`config.mk`:
```
export PLATFORM = sky130hd
export DESIGN_NAME = spi_master_seq_flat
export DESIGN_NICKNAME = d
export VERILOG_FILES = /design/src/rtl/spi_seq_pkg.sv /design/src/rtl/spi_master_seq_if.sv /design/src/rtl/spi_hp_tick.sv /design/src/rtl/spi_master_seq.sv /design/src/flat_wrapper.sv
export SDC_FILE = /design/constraint.sdc
export NUM_CORES = 1
export LEC_CHECK = 0
export ABC_AREA = 0
export CAP_MARGIN = 40
export CORE_MARGIN = 5
export CORE_UTILIZATION = 30
export CTS_CLUSTER_SIZE = 20
export DETAILED_ROUTE_END_ITERATION = 12
export SYNTH_ARGS = -nofsm -noshare
export SYNTH_HDL_FRONTEND = slang
export SYNTH_SLANG_ARGS = --single-unit
```
`constraint.sdc`:
```
create_clock -name pclk -period 4.4 [get_ports pclk]
set_clock_uncertainty 0.2 [all_clocks]
set_input_delay 0.88 -clock pclk [delete_from_list [all_inputs] [get_ports pclk]]
set_output_delay 0.88 -clock pclk [all_outputs]
set_load 0.01 [all_outputs]
```
`src/rtl/spi_seq_pkg.sv`:
```
// Shared types and sizing for the SPI transfer sequencer.
package spi_seq_pkg;

  localparam int unsigned MAX_W  = 32;
  localparam int unsigned DIV_W  = 8;
  localparam int unsigned NUM_SS = 4;
  localparam int unsigned LEN_W  = 5;
  // Edge counter must reach 2*MAX_W.
  localparam int unsigned EDGE_W = LEN_W + 2;

  typedef enum logic [1:0] {
    IDLE,
    SETUP,
    SHIFT,
    GAP
  } state_t;

endpackage

```
`src/rtl/spi_master_seq_if.sv`:
```
// Command / config / response bus between the register block and the sequencer.
interface spi_master_seq_if
  import spi_seq_pkg::*;
#(
  parameter int unsigned NUM_SS = spi_seq_pkg::NUM_SS,
  parameter int unsigned MAX_W  = spi_seq_pkg::MAX_W,
  parameter int unsigned DIV_W  = spi_seq_pkg::DIV_W
);

  localparam int unsigned SS_W = (NUM_SS > 1) ? $clog2(NUM_SS) : 1;

  logic             cmd_valid;
  logic             cmd_ready;
  logic [SS_W-1:0]  cmd_ss;
  logic [LEN_W-1:0] cmd_len;
  logic [MAX_W-1:0] cmd_data;
  logic             cfg_cpol;
  logic             cfg_cpha;
  logic [DIV_W-1:0] cfg_div;
  logic             rsp_valid;
  logic [MAX_W-1:0] rsp_data;
  logic             busy;

  modport master (
    output cmd_valid, cmd_ss, cmd_len, cmd_data, cfg_cpol, cfg_cpha, cfg_div,
    input  cmd_ready, rsp_valid, rsp_data, busy
  );

  modport slave (
    input  cmd_valid, cmd_ss, cmd_len, cmd_data, cfg_cpol, cfg_cpha, cfg_div,
    output cmd_ready, rsp_valid, rsp_data, busy
  );

endinterface

```
`src/rtl/spi_hp_tick.sv`:
```
// Half-period down-counter: ticks at zero and reloads the divider value.
module spi_hp_tick #(
  parameter int unsigned DIV_W = 8
) (
  input  logic             clk,
  input  logic             rst_n,
  input  logic             load,
  input  logic [DIV_W-1:0] div,
  output logic             tick_c
);

  logic [DIV_W-1:0] cnt;

  assign tick_c = (cnt == '0);

  // Reload on an explicit load or on tick, otherwise count down.
  always_ff @(posedge clk or negedge rst_n) begin
    if (!rst_n) begin
      cnt <= '0;
    end else if (load || tick_c) begin
      cnt <= div;
    end else begin
      cnt <= cnt - DIV_W'(1);
    end
  end

endmodule

```
`src/rtl/spi_master_seq.sv`:
```
// SPI master transfer sequencer: one command at a time, CPOL/CPHA modes 0-3,
// 1..32-bit MSB-first transfers, programmable SCLK half-period.
module spi_master_seq
  import spi_seq_pkg::*;
#(
  parameter int unsigned NUM_SS = spi_seq_pkg::NUM_SS,
  parameter int unsigned MAX_W  = spi_seq_pkg::MAX_W,
  parameter int unsigned DIV_W  = spi_seq_pkg::DIV_W
) (
  input  logic              pclk,
  input  logic              n_p_reset,
  spi_master_seq_if.slave   bus,
  output logic              n_ss_en,
  output logic [NUM_SS-1:0] n_ss_out,
  output logic              n_sclk_en,
  output logic              sclk_out,
  output logic              n_mo_en,
  output logic              mo,
  input  logic              mi
);

  state_t            state;
  logic              cpol_q;
  logic              cpha_q;
  logic [LEN_W-1:0]  len_q;
  logic [DIV_W-1:0]  div_q;
  logic [MAX_W-1:0]  tx;
  logic [MAX_W-1:0]  rx;
  logic [EDGE_W-1:0] edge_cnt;
  logic              rsp_valid_q;
  logic [MAX_W-1:0]  rsp_data_q;

  logic              accept_c;
  logic              tick_c;
  logic [DIV_W-1:0]  hp_div_c;
  logic [MAX_W-1:0]  tx_load_c;
  logic [MAX_W-1:0]  rsp_mask_c;
  logic [EDGE_W-1:0] last_edge_c;
  logic [EDGE_W-1:0] shift_done_c;
  logic              leading_c;
  logic              sample_c;

  assign bus.cmd_ready = (state == IDLE);
  assign bus.busy      = (state != IDLE);
  assign bus.rsp_valid = rsp_valid_q;
  assign bus.rsp_data  = rsp_data_q;

  assign accept_c     = bus.cmd_valid && (state == IDLE);
  assign hp_div_c     = accept_c ? bus.cfg_div : div_q;
  assign tx_load_c    = bus.cmd_data << (LEN_W'(MAX_W - 1) - bus.cmd_len);
  assign rsp_mask_c   = {MAX_W{1'b1}} >> (LEN_W'(MAX_W - 1) - len_q);
  assign last_edge_c  = {1'b0, len_q, 1'b1};
  assign shift_done_c = last_edge_c + EDGE_W'(1);
  // Even edge indices are leading edges; CPHA selects which type samples.
  assign leading_c    = ~edge_cnt[0];
  assign sample_c     = leading_c ^ cpha_q;

  spi_hp_tick #(
    .DIV_W (DIV_W)
  ) u_hp_tick (
    .clk    (pclk),
    .rst_n  (n_p_reset),
    .load   (accept_c),
    .div    (hp_div_c),
    .tick_c (tick_c)
  );

  // Transfer FSM with registered pad outputs and response.
  always_ff @(posedge pclk or negedge n_p_reset) begin
    if (!n_p_reset) begin
      state       <= IDLE;
      cpol_q      <= 1'b0;
      cpha_q      <= 1'b0;
      len_q       <= '0;
      div_q       <= '0;
      tx          <= '0;
      rx          <= '0;
      edge_cnt    <= '0;
      rsp_valid_q <= 1'b0;
      rsp_data_q  <= '0;
      n_ss_en     <= 1'b1;
      n_ss_out    <= '1;
      n_sclk_en   <= 1'b1;
      sclk_out    <= 1'b0;
      n_mo_en     <= 1'b1;
      mo          <= 1'b0;
    end else begin
      rsp_valid_q <= 1'b0;
      case (state)
        IDLE: begin
          sclk_out <= bus.cfg_cpol;
          if (accept_c) begin
            state     <= SETUP;
            cpol_q    <= bus.cfg_cpol;
            cpha_q    <= bus.cfg_cpha;
            len_q     <= bus.cmd_len;
            div_q     <= bus.cfg_div;
            tx        <= tx_load_c;
            rx        <= '0;
            edge_cnt  <= '0;
            n_ss_out  <= ~(NUM_SS'(1) << bus.cmd_ss);
            n_ss_en   <= 1'b0;
            n_sclk_en <= 1'b0;
            n_mo_en   <= 1'b0;
            // CPHA0 presents the first bit before the first edge.
            mo        <= bus.cfg_cpha ? 1'b0 : tx_load_c[MAX_W-1];
          end
        end
        SETUP, SHIFT: begin
          if (tick_c) begin
            if ((state == SHIFT) && (edge_cnt == shift_done_c)) begin
              state     <= GAP;
              sclk_out  <= cpol_q;
              n_ss_out  <= '1;
              n_ss_en   <= 1'b1;
              n_sclk_en <= 1'b1;
              n_mo_en   <= 1'b1;
              mo        <= 1'b0;
            end else begin
              state    <= SHIFT;
              sclk_out <= ~sclk_out;
              edge_cnt <= edge_cnt + EDGE_W'(1);
              if (sample_c) begin
                rx <= {rx[MAX_W-2:0], mi};
              end
              if (leading_c && cpha_q) begin
                mo <= tx[MAX_W-1];
                tx <= tx << 1;
              end else if (!leading_c && !cpha_q && (edge_cnt != last_edge_c)) begin
                mo <= tx[MAX_W-2];
                tx <= tx << 1;
              end
            end
          end
        end
        GAP: begin
          if (tick_c) begin
            state       <= IDLE;
            rsp_valid_q <= 1'b1;
            rsp_data_q  <= rx & rsp_mask_c;
          end
        end
        default: state <= IDLE;
      endcase
    end
  end

endmodule

```
`src/flat_wrapper.sv`:
```
// flat-port wrapper written by rule: the top's interface ports become plain ports
module spi_master_seq_flat import spi_seq_pkg::*;
#(
  parameter int unsigned NUM_SS = spi_seq_pkg::NUM_SS,
  parameter int unsigned MAX_W  = spi_seq_pkg::MAX_W,
  parameter int unsigned DIV_W  = spi_seq_pkg::DIV_W
)
  (pclk, n_p_reset, n_ss_en, n_ss_out, n_sclk_en, sclk_out, n_mo_en, mo, mi, bus_cmd_valid, bus_cmd_ss, bus_cmd_len, bus_cmd_data, bus_cfg_cpol, bus_cfg_cpha, bus_cfg_div, bus_cmd_ready, bus_rsp_valid, bus_rsp_data, bus_busy);
  spi_master_seq_if #(.NUM_SS(NUM_SS), .MAX_W(MAX_W), .DIV_W(DIV_W)) bus_i ();
  input  logic pclk;
  input  logic n_p_reset;
  output logic n_ss_en;
  output logic [NUM_SS-1:0] n_ss_out;
  output logic n_sclk_en;
  output logic sclk_out;
  output logic n_mo_en;
  output logic mo;
  input  logic mi;
  input wire logic [$bits(bus_i.cmd_valid)-1:0] bus_cmd_valid;
  input wire logic [$bits(bus_i.cmd_ss)-1:0] bus_cmd_ss;
  input wire logic [$bits(bus_i.cmd_len)-1:0] bus_cmd_len;
  input wire logic [$bits(bus_i.cmd_data)-1:0] bus_cmd_data;
  input wire logic [$bits(bus_i.cfg_cpol)-1:0] bus_cfg_cpol;
  input wire logic [$bits(bus_i.cfg_cpha)-1:0] bus_cfg_cpha;
  input wire logic [$bits(bus_i.cfg_div)-1:0] bus_cfg_div;
  output wire logic [$bits(bus_i.cmd_ready)-1:0] bus_cmd_ready;
  output wire logic [$bits(bus_i.rsp_valid)-1:0] bus_rsp_valid;
  output wire logic [$bits(bus_i.rsp_data)-1:0] bus_rsp_data;
  output wire logic [$bits(bus_i.busy)-1:0] bus_busy;
  assign bus_i.cmd_valid = bus_cmd_valid;
  assign bus_i.cmd_ss = bus_cmd_ss;
  assign bus_i.cmd_len = bus_cmd_len;
  assign bus_i.cmd_data = bus_cmd_data;
  assign bus_i.cfg_cpol = bus_cfg_cpol;
  assign bus_i.cfg_cpha = bus_cfg_cpha;
  assign bus_i.cfg_div = bus_cfg_div;
  assign bus_cmd_ready = bus_i.cmd_ready;
  assign bus_rsp_valid = bus_i.rsp_valid;
  assign bus_rsp_data = bus_i.rsp_data;
  assign bus_busy = bus_i.busy;
  spi_master_seq #(.NUM_SS(NUM_SS), .MAX_W(MAX_W), .DIV_W(DIV_W)) u_core (.pclk(pclk), .n_p_reset(n_p_reset), .bus(bus_i), .n_ss_en(n_ss_en), .n_ss_out(n_ss_out), .n_sclk_en(n_sclk_en), .sclk_out(sclk_out), .n_mo_en(n_mo_en), .mo(mo), .mi(mi));
endmodule
```
==> results.sh, run 1 <==
export IMPL_synth_top_area_share_pct=41.9
export IMPL_rsz0062_at_grt="false"
export IMPL_first_iter_violations=443
export IMPL_synth_async_sr_flop_share_pct=100
export IMPL_grt_pass1_vias=6268
export IMPL_die_w_um=171
export IMPL_clockPowerShare_pct=26.0
export IMPL_drt_vias_per_instance=5.18
export IMPL_hold_path_class="reg2reg"
export IMPL_combPwrFrac_pct=39.3
export IMPL_synth_fp_nets=827
export IMPL_cts_tree="built"
export IMPL_antenna_found_initial=0
export IMPL_chipHeight_um=171
export IMPL_cp_startpoint="u_core.len_q[1]"
export IMPL_synth_edf_count=0
export IMPL_postLayoutCellArea_um2=9630
export IMPL_grt_pass1_wl_mm=33.4
export IMPL_syn_to_final_growth_pct=23.1
export IMPL_num_vias=6123
export IMPL_mostFrequentLayoutCells="131 x dfrtp_1, 92 x clkdlybuf4s50_1, 74 x nand2_1"
export IMPL_cts_num_sinks=136
export IMPL_p_sw_uw=2040
export IMPL_first_pass_iters=5
export IMPL_hold_violations=0
export IMPL_timing_fmax_mhz=299
export IMPL_path_clk_slew_ns=0.06
export IMPL_fin_hold_ws_ns=0.279
export IMPL_worst_pin_slew_ns=0.812
export IMPL_worst_path_max_fanout=32
export IMPL_drive_gt1_share_pct=17.4
export IMPL_crit_type="reg2reg"
export IMPL_setup_viol=0
export IMPL_ys_types=64
export IMPL_final_common_cell="dfrtp_1"
export IMPL_initial_core_util_pct=30.3
export IMPL_critPathRequiredTime_ns=4.50
export IMPL_critPathLaunchType="flop"
export IMPL_intPower_uw=3240
export IMPL_place_area_um2=9060
export IMPL_num_rows=59
export IMPL_period_share_pct=76.0
export IMPL_ys_seq_area_share_pct=43.6
export IMPL_synthCells=762
export IMPL_post_drt_wl_per_cell_um=16.7
export IMPL_finalCriticalPeriod_ns=3.34
export IMPL_ant_nets=0
export IMPL_place_congestion=0.874
export IMPL_cp_arrival_ns=3.44
export IMPL_synth_largest_area_cell="dfrtp_1"
export IMPL_synth_warnings=0
export IMPL_ys_ff_latch=136
export IMPL_clock_path_buffers=2
export IMPL_die_area_um2=29400
export IMPL_grt_start_max_net_pins=87
export IMPL_worst_setup_path_end_kind="flop"
export IMPL_port_buffers=96
export IMPL_core_um2=25800
export IMPL_post_cts_resize_count=0
export IMPL_powerDensity_nw_per_um2=548
export IMPL_r2r_start="u_core.len_q[1]"
export IMPL_cts_made_buffers=17
export IMPL_leakagePower_uw=0.00399
export IMPL_synth_area_top_cells="dfrtp_1 42%, mux2_2 7.5%, mux4_2 6.0%, mux2i_1 4.5%, a22o_1 3.7%"
export IMPL_grt_use_total_pct=13.8
export IMPL_clock_latency_ns=0.42
export IMPL_post_cts_buffers=0
export IMPL_hpwl_mm=14.1
export IMPL_htree_num_levels=4
export IMPL_synth_ff_type="dfrtp_1"
export IMPL_synth_area_um2=7820
export IMPL_cts_hold_buf=0
export IMPL_ios=97
export IMPL_min_delay_start="u_core.bus.rsp_data[0]"
export IMPL_grt_overflow=0
export IMPL_setup_tns_ns=0
export IMPL_switching_share_pct=38.7
export IMPL_slew_viol_final=0
export IMPL_cap_violations=0
export IMPL_antenna_cells=0
export IMPL_drc_errors=0
export IMPL_routed_wl_mm=19.8
export IMPL_cts_root_buf="clkbuf_16"
export IMPL_status="finished clean"
export IMPL_seqPwrFrac_pct=34.6
export IMPL_synth_area_per_cell_um2=10.3
export IMPL_relSlewSlack_pct=45.8
export IMPL_nets=899
export IMPL_irDropWorstVdd_uv=256
power groups by stage:
stage                     sequential (uW)  clock (uW)  combinational (uW)
final                                1830        1380                2080
after global routing                 1880        1470                2340
after CTS                            1830        1410                2090
after detailed placement             1850           0                2090
after global placement               1840           0                2070
after floorplan                      1760           0                1570
routing by layer:
metal | routed length (um) | GRT usage, %
met1 | 9020 | 18.7
met2 | 9390 | 22.2
met3 | 1130 | 3.98
met4 | 222 | 2.89
met5 | 0 | 0
cell families (layout without fill, tap and decap cells):
kind of cell    Yosys count  count (layout)  synth area share [%]
flops                   136             136                  43.6
mux                     108             108                  18.0
simple gates            186             186                  10.7
fa+ha+maj                12              12                  1.92
xor+xnor                 20              20                  2.24
buf+inv                  92             177                  5.25
compound gates          208             208                  18.3
stage by stage:
stage / setup WS [ns] / cells / utilization, % / total power [uW]
after CTS: 1.06 / 1182 / 37.3 / 5340
after global placement: 0.971 / 1149 / 35.0 / 3910
after global routing: 0.826 / 1182 / 37.3 / 5690
after floorplan: 1.57 / 762 / - / 3330
after detailed placement: 0.917 / 1150 / 35.1 / 3940
final: 1.06 / 1182 / 37.3 / 5280
synth_stat cells, types with 2 or more instances:
cell,n
dfrtp_1,131
nand2_1,75
nor2_1,62
mux2_2,52
o21ai_0,51
a21oi_1,37
mux2i_1,35
a22o_1,33
clkbuf_1,33
inv_1,28
mux4_2,21
o211ai_1,14
buf_2,13
ha_1,12
nand3_1,11
a211oi_1,10
xnor2_1,10
xor2_1,10
a22oi_1,9
buf_4,9
nand4_1,8
a221oi_1,6
a31oi_1,6
o21a_1,6
o22ai_1,6
buf_1,5
dfstp_2,5
nor3_1,5
nor2b_1,4
a21o_1,3
a32oi_1,3
and2_1,3
and3_1,3
nor4_1,3
o21ai_1,3
a31o_2,2
buf_6,2
inv_2,2
nand2b_1,2
nor4_2,2
nor4b_1,2
o211a_1,2
o22a_1,2
critical path, cell delays in order, from the launching register on:
cell and delay (ns):
dfrtp_1 0.59, ha_1 0.29, inv_1 0.06, ha_1 0.30, xnor2_1 0.16, nand4_1 0.15, a2111oi_4 0.66, buf_4 0.28
nor4_4 0.04, buf_4 0.26, a22o_1 0.22
cell type report:
cell class,count,area (um^2)
repair buffers,115,1110
clock inverters,14,138
multi-input cells,534,4010
inverters,30,113
fillers,2612,16200
flip-flops and latches,136,3410
clock buffers,18,429
well taps,335,419
flip-flops by register name, indices dropped and copies added (netlist names), 2 cells and up:
signal and flops:
u_core.len_q 5, u_core.div_q 8, u_core.bus.rsp_data 32, u_core.rx 32
u_core.edge_cnt 7, u_core.tx 32, u_core.n_ss_out 4, u_core.state 2
u_core.u_hp_tick.cnt 8
path summary, 6_finish.rpt:
kind                            cells after the start                      end  slack [ns]
worst min-delay path                                2   u_core.bus.rsp_data[0]        0.28
worst max register to register                     10            u_core.rx[30]        1.06
worst max-delay path                               10            u_core.rx[30]        1.06
max in group asynchronous                           2       u_core.n_ss_out[0]        2.72
worst min register to register                      2   u_core.bus.rsp_data[0]        0.28
min in group asynchronous                           1  u_core.bus.rsp_data[23]        0.31
Power figures use the tool's default switching activity.
==> run 2, diff against run 1 <==
==> constraint.sdc (replaced) <==
create_clock -name pclk -period 3.1 [get_ports pclk]
set_clock_uncertainty 0.2 [all_clocks]
set_input_delay 0.62 -clock pclk [delete_from_list [all_inputs] [get_ports pclk]]
set_output_delay 0.62 -clock pclk [all_outputs]
set_load 0.01 [all_outputs]
==> results.sh, run 2 (same netlist as run 1, synthesis figures left out) <==
export IMPL_seq_area_um2=3410
export IMPL_intPower_uw=4750
export IMPL_final_common_cell="dfrtp_1"
export IMPL_regToRegSetupSlack_ns=0.36
export IMPL_hold_path_class="reg2reg"
export IMPL_critPathLaunchType="flop"
export IMPL_irDropWorstVdd_uv=463
export IMPL_first_iter_violations=469
export IMPL_crit_type="reg2reg"
export IMPL_place_congestion=0.915
export IMPL_leakagePower_uw=0.00411
export IMPL_combPwrFrac_pct=41.2
export IMPL_path_clk_slew_ns=0.07
export IMPL_chipHeight_um=171
export IMPL_status="finished clean"
export IMPL_post_drt_wl_per_cell_um=17.0
export IMPL_htree_num_levels=4
export IMPL_grt_overflow=0
export IMPL_mostFrequentLayoutCells="131 x dfrtp_1, 92 x clkdlybuf4s50_1, 74 x nand2_1"
export IMPL_drive_gt1_share_pct=19.4
export IMPL_period_share_pct=88.5
export IMPL_cts_num_sinks=136
export IMPL_worst_path_max_fanout=9
export IMPL_cts_made_buffers=17
export IMPL_pre_cts_slack_ns=0.142
export IMPL_powerDensity_nw_per_um2=785
export IMPL_worst_setup_path_end_kind="flop"
export IMPL_finalCriticalPeriod_ns=2.74
export IMPL_routed_wl_mm=20.5
export IMPL_grt_start_max_net_pins=65
export IMPL_num_rows=59
export IMPL_switching_share_pct=38.8
export IMPL_cts_tree="built"
export IMPL_clockPowerShare_pct=25.9
export IMPL_r2r_start="u_core.len_q[0]"
export IMPL_die_area_um2=29400
export IMPL_cp_startpoint="u_core.len_q[0]"
export IMPL_slew_viol_final=0
export IMPL_nets=921
export IMPL_post_cts_resize_count=0
export IMPL_hold_violations=0
export IMPL_relSlewSlack_pct=54.6
export IMPL_rsz0062_at_grt="false"
export IMPL_final_core_util_pct=38.2
export IMPL_p_sw_uw=3010
export IMPL_grt_pass1_wl_mm=33.6
export IMPL_cp_arrival_ns=2.84
export IMPL_num_vias=6205
export IMPL_first_pass_iters=5
export IMPL_syn_to_final_growth_pct=26.3
export IMPL_drt_vias_per_instance=5.15
export IMPL_cap_violations=0
export IMPL_critPathRequiredTime_ns=3.20
export IMPL_timing_fmax_mhz=364
export IMPL_timing_rr_end="u_core.sclk_out"
export IMPL_setup_tns_ns=0
export IMPL_fill_cells=2577
export IMPL_ios=97
export IMPL_port_buffers=96
export IMPL_ant_nets=0
export IMPL_fin_hold_ws_ns=0.278
export IMPL_endpoint="u_core.sclk_out"
export IMPL_grt_use_total_pct=14.1
export IMPL_setup_viol=0
export IMPL_drc_errors=0
export IMPL_worst_r2r_path_depth=11
export IMPL_multi_input_area_um2=4010
export IMPL_grt_pass1_vias=6273
export IMPL_antenna_found_initial=0
export IMPL_hpwl_mm=14.8
export IMPL_worst_slack_ns=0.356
export IMPL_antenna_cells=0
export IMPL_core_um2=25800
export IMPL_initial_core_util_pct=30.3
export IMPL_die_w_um=171
export IMPL_seqPwrFrac_pct=32.9
export IMPL_clock_latency_ns=0.42
export IMPL_clock_path_buffers=2
export IMPL_cts_root_buf="clkbuf_16"
export IMPL_worst_pin_slew_ns=0.676
## run 2: cell types whose count changed in the layout (fill, tap and decap cells not counted)
cell and change:
clkinv_8 +2, inv_8 -1, buf_12 +6, buf_16 -1, clkinvlp_4 +1, buf_4 +16, inv_6 +1, dlygate4sd3_1 +1
clkbuf_1 -1, clkinv_2 -2
## run 2: worst max-delay path: stages, from the launching register on
cell	delay, ns
dfrtp_1	0.37
ha_1	0.23
inv_1	0.06
ha_1	0.30
xnor2_1	0.16
nand4_1	0.16
a2111oi_4	0.33
buf_4	0.24
buf_4	0.17
a211oi_1	0.08
o21bai_1	0.15
a31o_1	0.18
## run 2: worst min path at each step
stage                                  from                      end  slack [ns]  cells after the start
floorplan                         n_p_reset   u_core.bus.rsp_data[0]        0.12                      0
global placement    u_core.bus.rsp_data[30]  u_core.bus.rsp_data[30]        0.26                      2
detailed placement   u_core.bus.rsp_data[0]   u_core.bus.rsp_data[0]        0.27                      2
CTS                  u_core.bus.rsp_data[0]   u_core.bus.rsp_data[0]        0.28                      2
global route         u_core.bus.rsp_data[0]   u_core.bus.rsp_data[0]        0.31                      2
finish               u_core.bus.rsp_data[0]   u_core.bus.rsp_data[0]        0.28                      2
## run 2: power by group through the flow
stage / Clock (uW) / Sequential, uW / Combinational (uW)
floorplan: 0 / 2500 / 2230
global placement: 0 / 2570 / 3170
detailed placement: 0 / 2580 / 3210
CTS: 2060 / 2550 / 3210
global route: 2140 / 2610 / 3540
finish: 2010 / 2550 / 3190
## run 2: final cells by class
type	instances	share of cell area [%]
clock buffer	17	4.31
inverter	30	1.14
multi-input combinational	534	40.6
sequential	136	34.5
timing repair buffer	137	13.5
tap	335	4.24
clock inverter	15	1.67
## run 2: metal layers
| metal | track usage (%) | share of wire, % |
|---|---|---|
| met1 | 19.2 | 46 |
| met2 | 22.7 | 48 |
| met4 | 4.00 | 1.2 |
| met3 | 3.06 | 5.2 |
| met5 | 0 | 0 |
## run 2: repair_timing
action	CTS	global route
hold buffers	1	0
buffers inserted	0	0
hold endpoints to repair	33	0
## run 2: stage by stage
stage               power [uW]  area (um^2)  std cells
floorplan                 4730         7820        762
global placement          5740         9280       1171
detailed placement        5790         9280       1171
CTS                       7820         9880       1204
global route              8300         9880       1204
finish                    7750         9880       1204
==> run 3, diff against run 2 <==
--- a/config.mk
+++ b/config.mk
@@ -11,6 +11,7 @@
 export CORE_UTILIZATION = 30
 export CTS_CLUSTER_SIZE = 20
 export DETAILED_ROUTE_END_ITERATION = 12
+export SKIP_LAST_GASP = 1
 export SYNTH_ARGS = -nofsm -noshare
 export SYNTH_HDL_FRONTEND = slang
 export SYNTH_SLANG_ARGS = --single-unit
==> constraint.sdc (replaced) <==
create_clock -name pclk -period 3.3 [get_ports pclk]
set_clock_uncertainty 0.2 [all_clocks]
set_input_delay 0.66 -clock pclk [delete_from_list [all_inputs] [get_ports pclk]]
set_output_delay 0.66 -clock pclk [all_outputs]
set_load 0.01 [all_outputs]
==> results.sh, run 3 (same netlist as run 1, synthesis figures left out) <==
export IMPL_intPower_uw=4650
export IMPL_num_vias=6219
export IMPL_slowest_stage="nor4_2"
export IMPL_routed_wl_mm=19.9
export IMPL_max_stage_delay_ns=0.43
export IMPL_syn_to_final_growth_pct=25.8
export IMPL_clock_latency_ns=0.41
export IMPL_cts_hold_buf=1
export IMPL_period_share_pct=83.1
export IMPL_antenna_found_initial=0
export IMPL_seqPwrFrac_pct=32.4
export IMPL_place_congestion=0.886
export IMPL_cts_made_buffers=17
export IMPL_grt_pass1_wl_mm=33.0
export IMPL_num_rows=59
export IMPL_relSlewSlack_pct=53.2
export IMPL_worst_pin_slew_ns=0.697
export IMPL_hold_violations=0
export IMPL_worst_setup_path_end_kind="flop"
export IMPL_timing_critical_path_buf_inv=2
export IMPL_port_buffers=96
export IMPL_clock_path_buffers=2
export IMPL_status="finished clean"
export IMPL_cts_num_sinks=136
export IMPL_grt_use_total_pct=13.9
export IMPL_critPathRequiredTime_ns=3.44
export IMPL_hold_path_class="reg2reg"
export IMPL_clockPowerShare_pct=28.0
export IMPL_drt_vias_per_instance=5.22
export IMPL_finalCriticalPeriod_ns=2.74
export IMPL_worst_path_max_fanout=32
export IMPL_htree_num_levels=4
export IMPL_p_sw_uw=2750
export IMPL_final_common_cell="dfrtp_1"
export IMPL_irDropWorstVdd_uv=417
export IMPL_cp_top_family="simple AND/OR/NAND/NOR gates"
export IMPL_path_common_cell="buf_4"
export IMPL_critPathLaunchType="flop"
export IMPL_cp_startpoint="u_core.u_hp_tick.cnt[5]"
export IMPL_chipHeight_um=171
export IMPL_switching_share_pct=37.2
export IMPL_cap_violations=0
export IMPL_rsz0062_at_grt="false"
export IMPL_ant_nets=0
export IMPL_post_cts_buffers=0
export IMPL_post_cts_resize_count=0
export IMPL_slew_viol_final=0
export IMPL_hpwl_mm=14.2
export IMPL_powerDensity_nw_per_um2=752
export IMPL_path_cells="nor4_2, and4bb_2, o21ai_1, buf_4, nor4_4, buf_4, a22o_1"
export IMPL_path_clk_slew_ns=0.06
export IMPL_cts_root_buf="clkbuf_16"
export IMPL_setup_tns_ns=0
export IMPL_drive_gt1_share_pct=18.2
export IMPL_r2r_start="u_core.u_hp_tick.cnt[5]"
export IMPL_drc_errors=0
export IMPL_ios=97
export IMPL_crit_type="reg2reg"
export IMPL_cts_tree="built"
export IMPL_grt_overflow=0
export IMPL_die_w_um=171
export IMPL_first_iter_violations=504
export IMPL_die_area_um2=29400
export IMPL_regToRegSetupSlack_ns=0.56
export IMPL_combPwrFrac_pct=39.6
export IMPL_post_drt_wl_per_cell_um=16.7
export IMPL_grt_start_max_net_pins=65
export IMPL_dpl_cell_count=1159
export IMPL_cp_arrival_ns=2.88
export IMPL_core_um2=25800
export IMPL_fill_cells=2609
export IMPL_initial_core_util_pct=30.3
export IMPL_layoutNonFillerInstCount=1192
export IMPL_nets=909
export IMPL_min_delay_start="u_core.bus.rsp_data[14]"
export IMPL_antenna_cells=0
export IMPL_setup_viol=0
export IMPL_grt_pass1_vias=6136
export IMPL_timing_fmax_mhz=365
export IMPL_leakagePower_uw=0.00409
export IMPL_mostFrequentLayoutCells="131 x dfrtp_1, 92 x clkdlybuf4s50_1, 74 x nand2_1"
export IMPL_first_pass_iters=5
-- run 3: changes by cell type in the layout (fill, tap and decap cells not counted), sizes merged --
cell / change
buf: -12
bufinv: +3
clkbuf: +1
clkinvlp: -3
inv: -1
-- run 3: tightest hold or removal path: cells and delay by family (launching register included) --
kind            cells  cell delay (ns)
compound gates      1             0.06
flops               1             0.34
simple gates        1             0.05
-- run 3: power by group through the flow --
stage	Sequential [uW]	Combinational (uW)	Clock [uW]
after floorplan	2350	2100	0
after CTS	2400	2960	2120
after global placement	2410	2910	0
after detailed placement	2420	2950	0
final	2400	2930	2070
after global routing	2450	3290	2190
-- run 3: stage by stage --
step	setup WS [ns]	total power, uW	utilization (%)	area [um^2]	hold WS [ns]
after CTS	0.548	7470	38.1	9840	0.286
final	0.557	7400	38.1	9840	0.276
after global placement	0.321	5320	35.6	9190	0.262
after global routing	0.373	7930	38.1	9840	0.310
after floorplan	0.538	4450	-	7820	0.164
after detailed placement	0.274	5370	35.6	9190	0.271
-- run 3: per-layer routing --
layer | routed length [um] | GRT usage (%)
met5 | 0 | 0
met4 | 197 | 2.72
met3 | 1050 | 3.03
met2 | 9640 | 22.3
met1 | 9050 | 19.3
-- run 3: path summary, 6_finish.rpt --
path                       cells past startpoint                 endpoint
min reg2reg                                    2  u_core.bus.rsp_data[14]
min in group asynchronous                      2  u_core.bus.rsp_data[23]
max                                            7            u_core.rx[29]
max in group asynchronous                      3       u_core.edge_cnt[6]
min                                            2  u_core.bus.rsp_data[14]
max reg2reg                                    7            u_core.rx[29]
-- run 3: cell type report --
class | count | area, um^2 | area share (%)
Clock inverter | 14 | 211 | 2.15
Multi-Input combinational cell | 534 | 4010 | 40.8
Sequential cell | 136 | 3410 | 34.7
Inverter | 30 | 113 | 1.14
Timing Repair Buffer | 125 | 1240 | 12.6
Clock buffer | 18 | 429 | 4.36
Tap cell | 335 | 419 | 4.26
